`src/rtl/apb_gpio_ext.sv`:
```
// APB3 GPIO peripheral: per-pin direction, synchronised and debounced inputs,
// atomic set/clear of outputs, and per-pin configurable sticky interrupts.
module apb_gpio_ext #(
  parameter int unsigned IO_NUM      = 8,
  parameter int unsigned SYNC_STAGES = 2,
  parameter int unsigned DEB_W       = 16
) (
  input  logic              PCLK,
  input  logic              PRESETN,
  input  logic              PSEL,
  input  logic              PENABLE,
  input  logic              PWRITE,
  input  logic [7:0]        PADDR,
  input  logic [31:0]       PWDATA,
  output logic [31:0]       PRDATA,
  output logic              PREADY,
  output logic              PSLVERR,
  input  logic [IO_NUM-1:0] GPIO_IN,
  output logic [IO_NUM-1:0] GPIO_OUT,
  output logic [IO_NUM-1:0] GPIO_OE,
  output logic [IO_NUM-1:0] INT,
  output logic              INT_OR
);

  localparam logic [5:0] AddrOut     = 6'd0;
  localparam logic [5:0] AddrOe      = 6'd1;
  localparam logic [5:0] AddrIn      = 6'd2;
  localparam logic [5:0] AddrIntEn   = 6'd3;
  localparam logic [5:0] AddrIntEdge = 6'd4;
  localparam logic [5:0] AddrIntPol  = 6'd5;
  localparam logic [5:0] AddrIntBoth = 6'd6;
  localparam logic [5:0] AddrStatus  = 6'd7;
  localparam logic [5:0] AddrDeb     = 6'd8;
  localparam logic [5:0] AddrSet     = 6'd9;
  localparam logic [5:0] AddrClr     = 6'd10;

  logic [5:0]        idx;
  logic              access;
  logic              err;
  logic              wr;
  logic [IO_NUM-1:0] wdata;

  logic [IO_NUM-1:0] out_q, oe_q, int_en_q, int_edge_q, int_pol_q, int_both_q, status_q;
  logic [DEB_W-1:0]  deb_q, deb_cnt_q;

  logic [SYNC_STAGES*IO_NUM-1:0] sync_q;
  logic [IO_NUM-1:0]             sync_out;
  logic [IO_NUM-1:0]             smp1_q, smp2_q, filt_q, filt_d_q;
  logic                          tick;
  logic [IO_NUM-1:0]             agree;

  logic [IO_NUM-1:0] rise, fall, edge_hit, lvl_hit, int_set, w1c;
  logic [31:0]       rdata;
  logic              unused;

  assign idx    = PADDR[7:2];
  assign access = PSEL & PENABLE;
  assign err    = access & ((idx > AddrClr) | (PWRITE & (idx == AddrIn)));
  assign wr     = access & PWRITE & ~err;
  assign wdata  = PWDATA[IO_NUM-1:0];
  assign unused = ^{PADDR[1:0], PWDATA};

  assign PREADY  = 1'b1;
  assign PSLVERR = err;

  // Output data: plain write, atomic set and atomic clear live at distinct addresses.
  always_ff @(posedge PCLK or negedge PRESETN) begin
    if (!PRESETN) begin
      out_q <= '0;
    end else if (wr && idx == AddrOut) begin
      out_q <= wdata;
    end else if (wr && idx == AddrSet) begin
      out_q <= out_q | wdata;
    end else if (wr && idx == AddrClr) begin
      out_q <= out_q & ~wdata;
    end
  end

  always_ff @(posedge PCLK or negedge PRESETN) begin
    if (!PRESETN) begin
      oe_q       <= '0;
      int_en_q   <= '0;
      int_edge_q <= '0;
      int_pol_q  <= '0;
      int_both_q <= '0;
      deb_q      <= '0;
    end else if (wr) begin
      if (idx == AddrOe)      oe_q       <= wdata;
      if (idx == AddrIntEn)   int_en_q   <= wdata;
      if (idx == AddrIntEdge) int_edge_q <= wdata;
      if (idx == AddrIntPol)  int_pol_q  <= wdata;
      if (idx == AddrIntBoth) int_both_q <= wdata;
      if (idx == AddrDeb)     deb_q      <= PWDATA[DEB_W-1:0];
    end
  end

  always_ff @(posedge PCLK or negedge PRESETN) begin
    if (!PRESETN) begin
      sync_q <= '0;
    end else begin
      sync_q <= {sync_q[(SYNC_STAGES-1)*IO_NUM-1:0], GPIO_IN};
    end
  end

  assign sync_out = sync_q[SYNC_STAGES*IO_NUM-1 -: IO_NUM];
  assign tick     = (deb_cnt_q == deb_q);
  // A pin's new level is accepted only when this tick sample matches the two before it.
  assign agree    = ~(sync_out ^ smp1_q) & ~(smp1_q ^ smp2_q);

  always_ff @(posedge PCLK or negedge PRESETN) begin
    if (!PRESETN) begin
      deb_cnt_q <= '0;
    end else if ((wr && idx == AddrDeb) || tick) begin
      deb_cnt_q <= '0;
    end else begin
      deb_cnt_q <= deb_cnt_q + DEB_W'(1);
    end
  end

  always_ff @(posedge PCLK or negedge PRESETN) begin
    if (!PRESETN) begin
      smp1_q   <= '0;
      smp2_q   <= '0;
      filt_q   <= '0;
      filt_d_q <= '0;
    end else begin
      if (tick) begin
        smp1_q <= sync_out;
        smp2_q <= smp1_q;
      end
      if (deb_q == '0) begin
        filt_q <= sync_out;
      end else if (tick) begin
        filt_q <= (agree & sync_out) | (~agree & filt_q);
      end
      filt_d_q <= filt_q;
    end
  end

  always_comb begin
    rise     = filt_q & ~filt_d_q;
    fall     = ~filt_q & filt_d_q;
    edge_hit = (int_both_q & (rise | fall)) |
               (~int_both_q & int_pol_q & rise) |
               (~int_both_q & ~int_pol_q & fall);
    lvl_hit  = ~(filt_q ^ int_pol_q);
    int_set  = int_en_q & ((int_edge_q & edge_hit) | (~int_edge_q & lvl_hit));
    w1c      = (wr && idx == AddrStatus) ? wdata : '0;
  end

  // A set in the same cycle as a clear wins, so no event is lost.
  always_ff @(posedge PCLK or negedge PRESETN) begin
    if (!PRESETN) begin
      status_q <= '0;
    end else begin
      status_q <= (status_q & ~w1c) | int_set;
    end
  end

  always_comb begin
    rdata = '0;
    case (idx)
      AddrOut:     rdata = 32'(out_q);
      AddrOe:      rdata = 32'(oe_q);
      AddrIn:      rdata = 32'(filt_q);
      AddrIntEn:   rdata = 32'(int_en_q);
      AddrIntEdge: rdata = 32'(int_edge_q);
      AddrIntPol:  rdata = 32'(int_pol_q);
      AddrIntBoth: rdata = 32'(int_both_q);
      AddrStatus:  rdata = 32'(status_q);
      AddrDeb:     rdata = 32'(deb_q);
      default:     rdata = '0;
    endcase
  end

  assign PRDATA   = PSEL ? rdata : 32'd0;
  assign GPIO_OUT = out_q;
  assign GPIO_OE  = oe_q;
  assign INT      = status_q & int_en_q;
  assign INT_OR   = |INT;

endmodule
```
`config.mk`:
```
export PLATFORM = sky130hd
export DESIGN_NAME = apb_gpio_ext
export DESIGN_NICKNAME = d
export VERILOG_FILES = /design/src/rtl/apb_gpio_ext.sv
export SDC_FILE = /design/constraint.sdc
export NUM_CORES = 1
export LEC_CHECK = 0
export ABC_AREA = 1
export BUFFER_PORTS_ARGS = -buffer_cell sky130_fd_sc_hd__clkbuf_2
export CAP_MARGIN = 10
export CORE_MARGIN = 2
export CORE_UTILIZATION = 30
export DETAILED_ROUTE_END_ITERATION = 6
export GPL_ROUTABILITY_DRIVEN = 0
export PLACE_DENSITY = 0.5
export SLEW_MARGIN = 10
export SYNTH_ARGS = -nofsm -noshare
export SYNTH_HDL_FRONTEND = slang
export SYNTH_SLANG_ARGS = --single-unit
```
`constraint.sdc`:
```
create_clock -name PCLK -period 2.8 [get_ports PCLK]
set_clock_uncertainty 0.2 [all_clocks]
set_input_delay 0.56 -clock PCLK [delete_from_list [all_inputs] [get_ports PCLK]]
set_output_delay 0.56 -clock PCLK [all_outputs]
set_load 0.01 [all_outputs]
```
==> results.yml <==
place:
  place_area_sq_mm: 0.008494
  io_buffers: 76
  place_hpwl_mm: 15.87
cts:
  cts_root_buffer: "clkbuf_16"
  path_clk_slew_ns: 0.06
  clk_latency_ns: 0.43
  cts_setup_buffers: 0
  cts_buffers: 17
  cts_buffer_depth: 2
  cts.sinks: 136
  cts_max_level: 4
  cts_tree: "built"
sta:
  final-setup-viol-count: 0
  relSlewSlack_pct: 46.45
  tightest_slew_ns: 0.7997
  timing.final.crit_share_pct: 97.02
  max_freq_ghz: 0.3681
  grt_setup_unrepaired: "true"
  setup_tns_ns: 0
  slew_viol_final: 0
  finalHoldViolCount: 0
  min_period_ns: 2.717
critical_path:
  reg2reg_setup_slack_ns: 0.67
  critical_path_arrival_ns: 1.96
  r2r_cells: 10
  crit_start: "PADDR[6]"
  critPathMaxFanout: 10
  worstSetupPathType: "in -> out"
  cp.required_ns: 2.04
  r2r-start: "deb_cnt_q[9]$_DFF_PN0_"
  endpoint: "PRDATA[8]"
  critPathLaunchType: "input port"
  critical_path.endpoint_type: "primary output"
global_routing:
  grt_usage_pct: 17.37
  grt_pass1_wl_mm: 35.49
  antenna_found_initial: 0
  grt_max_degree: 60
  grt_overflow: 0
  grt_pass1_vias: 6371
floorplan:
  die_h_microns: 163.3
  num_io_pins: 112
  die_x_microns: 163.3
  dieArea_sq_mm: 0.02666
  rows: 58
  start_util_pct: 30.40
  coreArea_sq_mm: 0.02504
power:
  power_density_mw_per_mm2: 663.8
  vdd_drop_max_uv: 351.8
  seq_power_share_pct: 43.0
  power_frac_comb_pct: 21.0
  switchingPower_mw: 2.062
  intPower_mw: 3.985
  power_frac_clock_pct: 36.0
  p_leak_nw: 4.544
  switching_share_pct: 34.09
yosys:
  yosysSeqAreaShare_pct: 44.71
  synthFlopType: "dfrtp_1"
  ys_ff_latch: 136
  synth_async_sr_flop_share_pct: 100.0
  synth_enable_flop_cells: 0
  synth-warning-count: 0
  yosysUniqueCellTypes: 36
  syn_area_per_cell_sq_um: 7.543
  synth_area_sq_mm: 0.007611
  syn_inst: 1009
drt:
  vias: 6810
  drc: 0
  final_antenna_net_count: 0
  vias_per_cell: 4.693
  drt-pass1-iter-count: 5
  first_iter_violations: 450
  routed_wl_mm: 22.16
  wl_per_cell_microns: 15.27
layout:
  multi_input_area_sq_mm: 0.003525
  layout_commonest_cell: "nand2_1"
  synthToLayoutAreaGrowth_pct: 19.68
  seq_area_sq_mm: 0.003403
  final_area_sq_mm: 0.009109
  layout_common_cells: "nand2_1, dfrtp_1, nand3_1"
  drive_above_1_share_pct: 16.77
  nets: 1178
  fillers: 2656
  antennaDiodeCount: 0
job:
  drv_cap: 0
min_path:
  hold_path.class: "in -> reg"
outcome:
  status: "finished clean"
[metal layers]
layer	track usage (%)	routed length, microns
met1	24.66	10770
met4	4.626	352
met2	27.23	9908
met5	0	0
met3	3.098	1129
[synth_stat cells, types with 3 or more instances]
| cell | number | area share, % |
|---|---|---|
| nand3_2 | 5 | 0.66 |
| inv_1 | 126 | 6.2 |
| nand3_1 | 135 | 8.9 |
| o221ai_1 | 8 | 0.92 |
| nor3_1 | 15 | 0.99 |
| buf_4 | 18 | 1.8 |
| buf_2 | 10 | 0.66 |
| xor2_1 | 11 | 1.3 |
| dfrtp_1 | 136 | 45 |
| o21ai_2 | 16 | 1.8 |
| nor2_4 | 3 | 0.44 |
| nand4_1 | 25 | 2.1 |
| nor2_1 | 78 | 3.8 |
| nand2_1 | 282 | 14 |
| clkbuf_1 | 10 | 0.49 |
| buf_6 | 5 | 0.74 |
| a21oi_1 | 16 | 1.1 |
| o21ai_0 | 60 | 3.9 |
| ha_1 | 17 | 2.8 |
| o21ai_1 | 6 | 0.39 |
| nor2_2 | 7 | 0.58 |
[worst min-delay path by stage]
stage | end | slack [ns] | startpoint | cells past startpoint
after floorplan | GPIO_OE[0]$_DFFE_PN0P_ | 0.06 | PRESETN | 0
after global placement | sync_q[14]$_DFF_PN0_ | 0.13 | sync_q[6]$_DFF_PN0_ | 0
after detailed placement | sync_q[15]$_DFF_PN0_ | 0.13 | sync_q[7]$_DFF_PN0_ | 0
after CTS | sync_q[3]$_DFF_PN0_ | 0.03 | GPIO_IN[3] | 1
after global routing | sync_q[6]$_DFF_PN0_ | 0.02 | GPIO_IN[6] | 1
final | sync_q[3]$_DFF_PN0_ | 0.04 | GPIO_IN[3] | 1
[critical path, cell delays in order]
cell and delay, ns:
clkbuf_2 0.11, nor2_4 0.13, buf_4 0.14, nand3_1 0.09
nor2_2 0.18, buf_12 0.16, inv_1 0.17, nor3_1 0.24
clkbuf_2 0.18
[timing repair]
item | in CTS | in global routing
setup endpoints to repair | 0 | 9
hold endpoints to repair | 57 | 0
gates resized for setup | 0 | 12
hold buffers | 1 | 0
[power groups by stage]
stage / registers (mW) / clock network (mW) / logic, mW
after floorplan: 2.52 / 0 / 0.936
after global placement: 2.62 / 0 / 1.25
after detailed placement: 2.63 / 0 / 1.28
after CTS: 2.60 / 2.22 / 1.29
after global routing: 2.65 / 2.31 / 1.51
final: 2.60 / 2.18 / 1.27
[kinds of logic after synthesis]
logic type / Yosys count / share of synthesized area, %
and+or+nand+nor: 561 / 32.60
DFF: 136 / 44.71
adders and majority gates: 17 / 2.795
other: 2 / 0.09867
buffers and inverters: 174 / 10.16
xor gates and xnor gates: 12 / 1.381
AOI/OAI and AO/OA: 107 / 8.253
[layout make-up]
| type | instances | area share [%] |
|---|---|---|
| clock buffer | 20 | 4.904 |
| clock inverter | 12 | 1.305 |
| inverter | 128 | 5.275 |
| multi-input combinational | 714 | 38.70 |
| sequential | 136 | 37.36 |
| tap | 330 | 4.533 |
| timing repair buffer | 111 | 7.926 |
[through the flow]
step | setup slack [ns] | hold slack [ns] | cells | power, mW | utilization, %
after floorplan | 0.2661 | 0.06441 | 1024 | 3.460 | -
after global placement | 0.05223 | 0.1319 | 1418 | 3.879 | 33.93
after detailed placement | 0.05861 | 0.1347 | 1418 | 3.913 | 33.93
after CTS | 0.05461 | 0.02620 | 1451 | 6.106 | 36.23
after global routing | 0.0006561 | 0.01978 | 1451 | 6.470 | 36.38
final | 0.08331 | 0.03875 | 1451 | 6.047 | 36.38
Power figures use the tool's default switching activity.
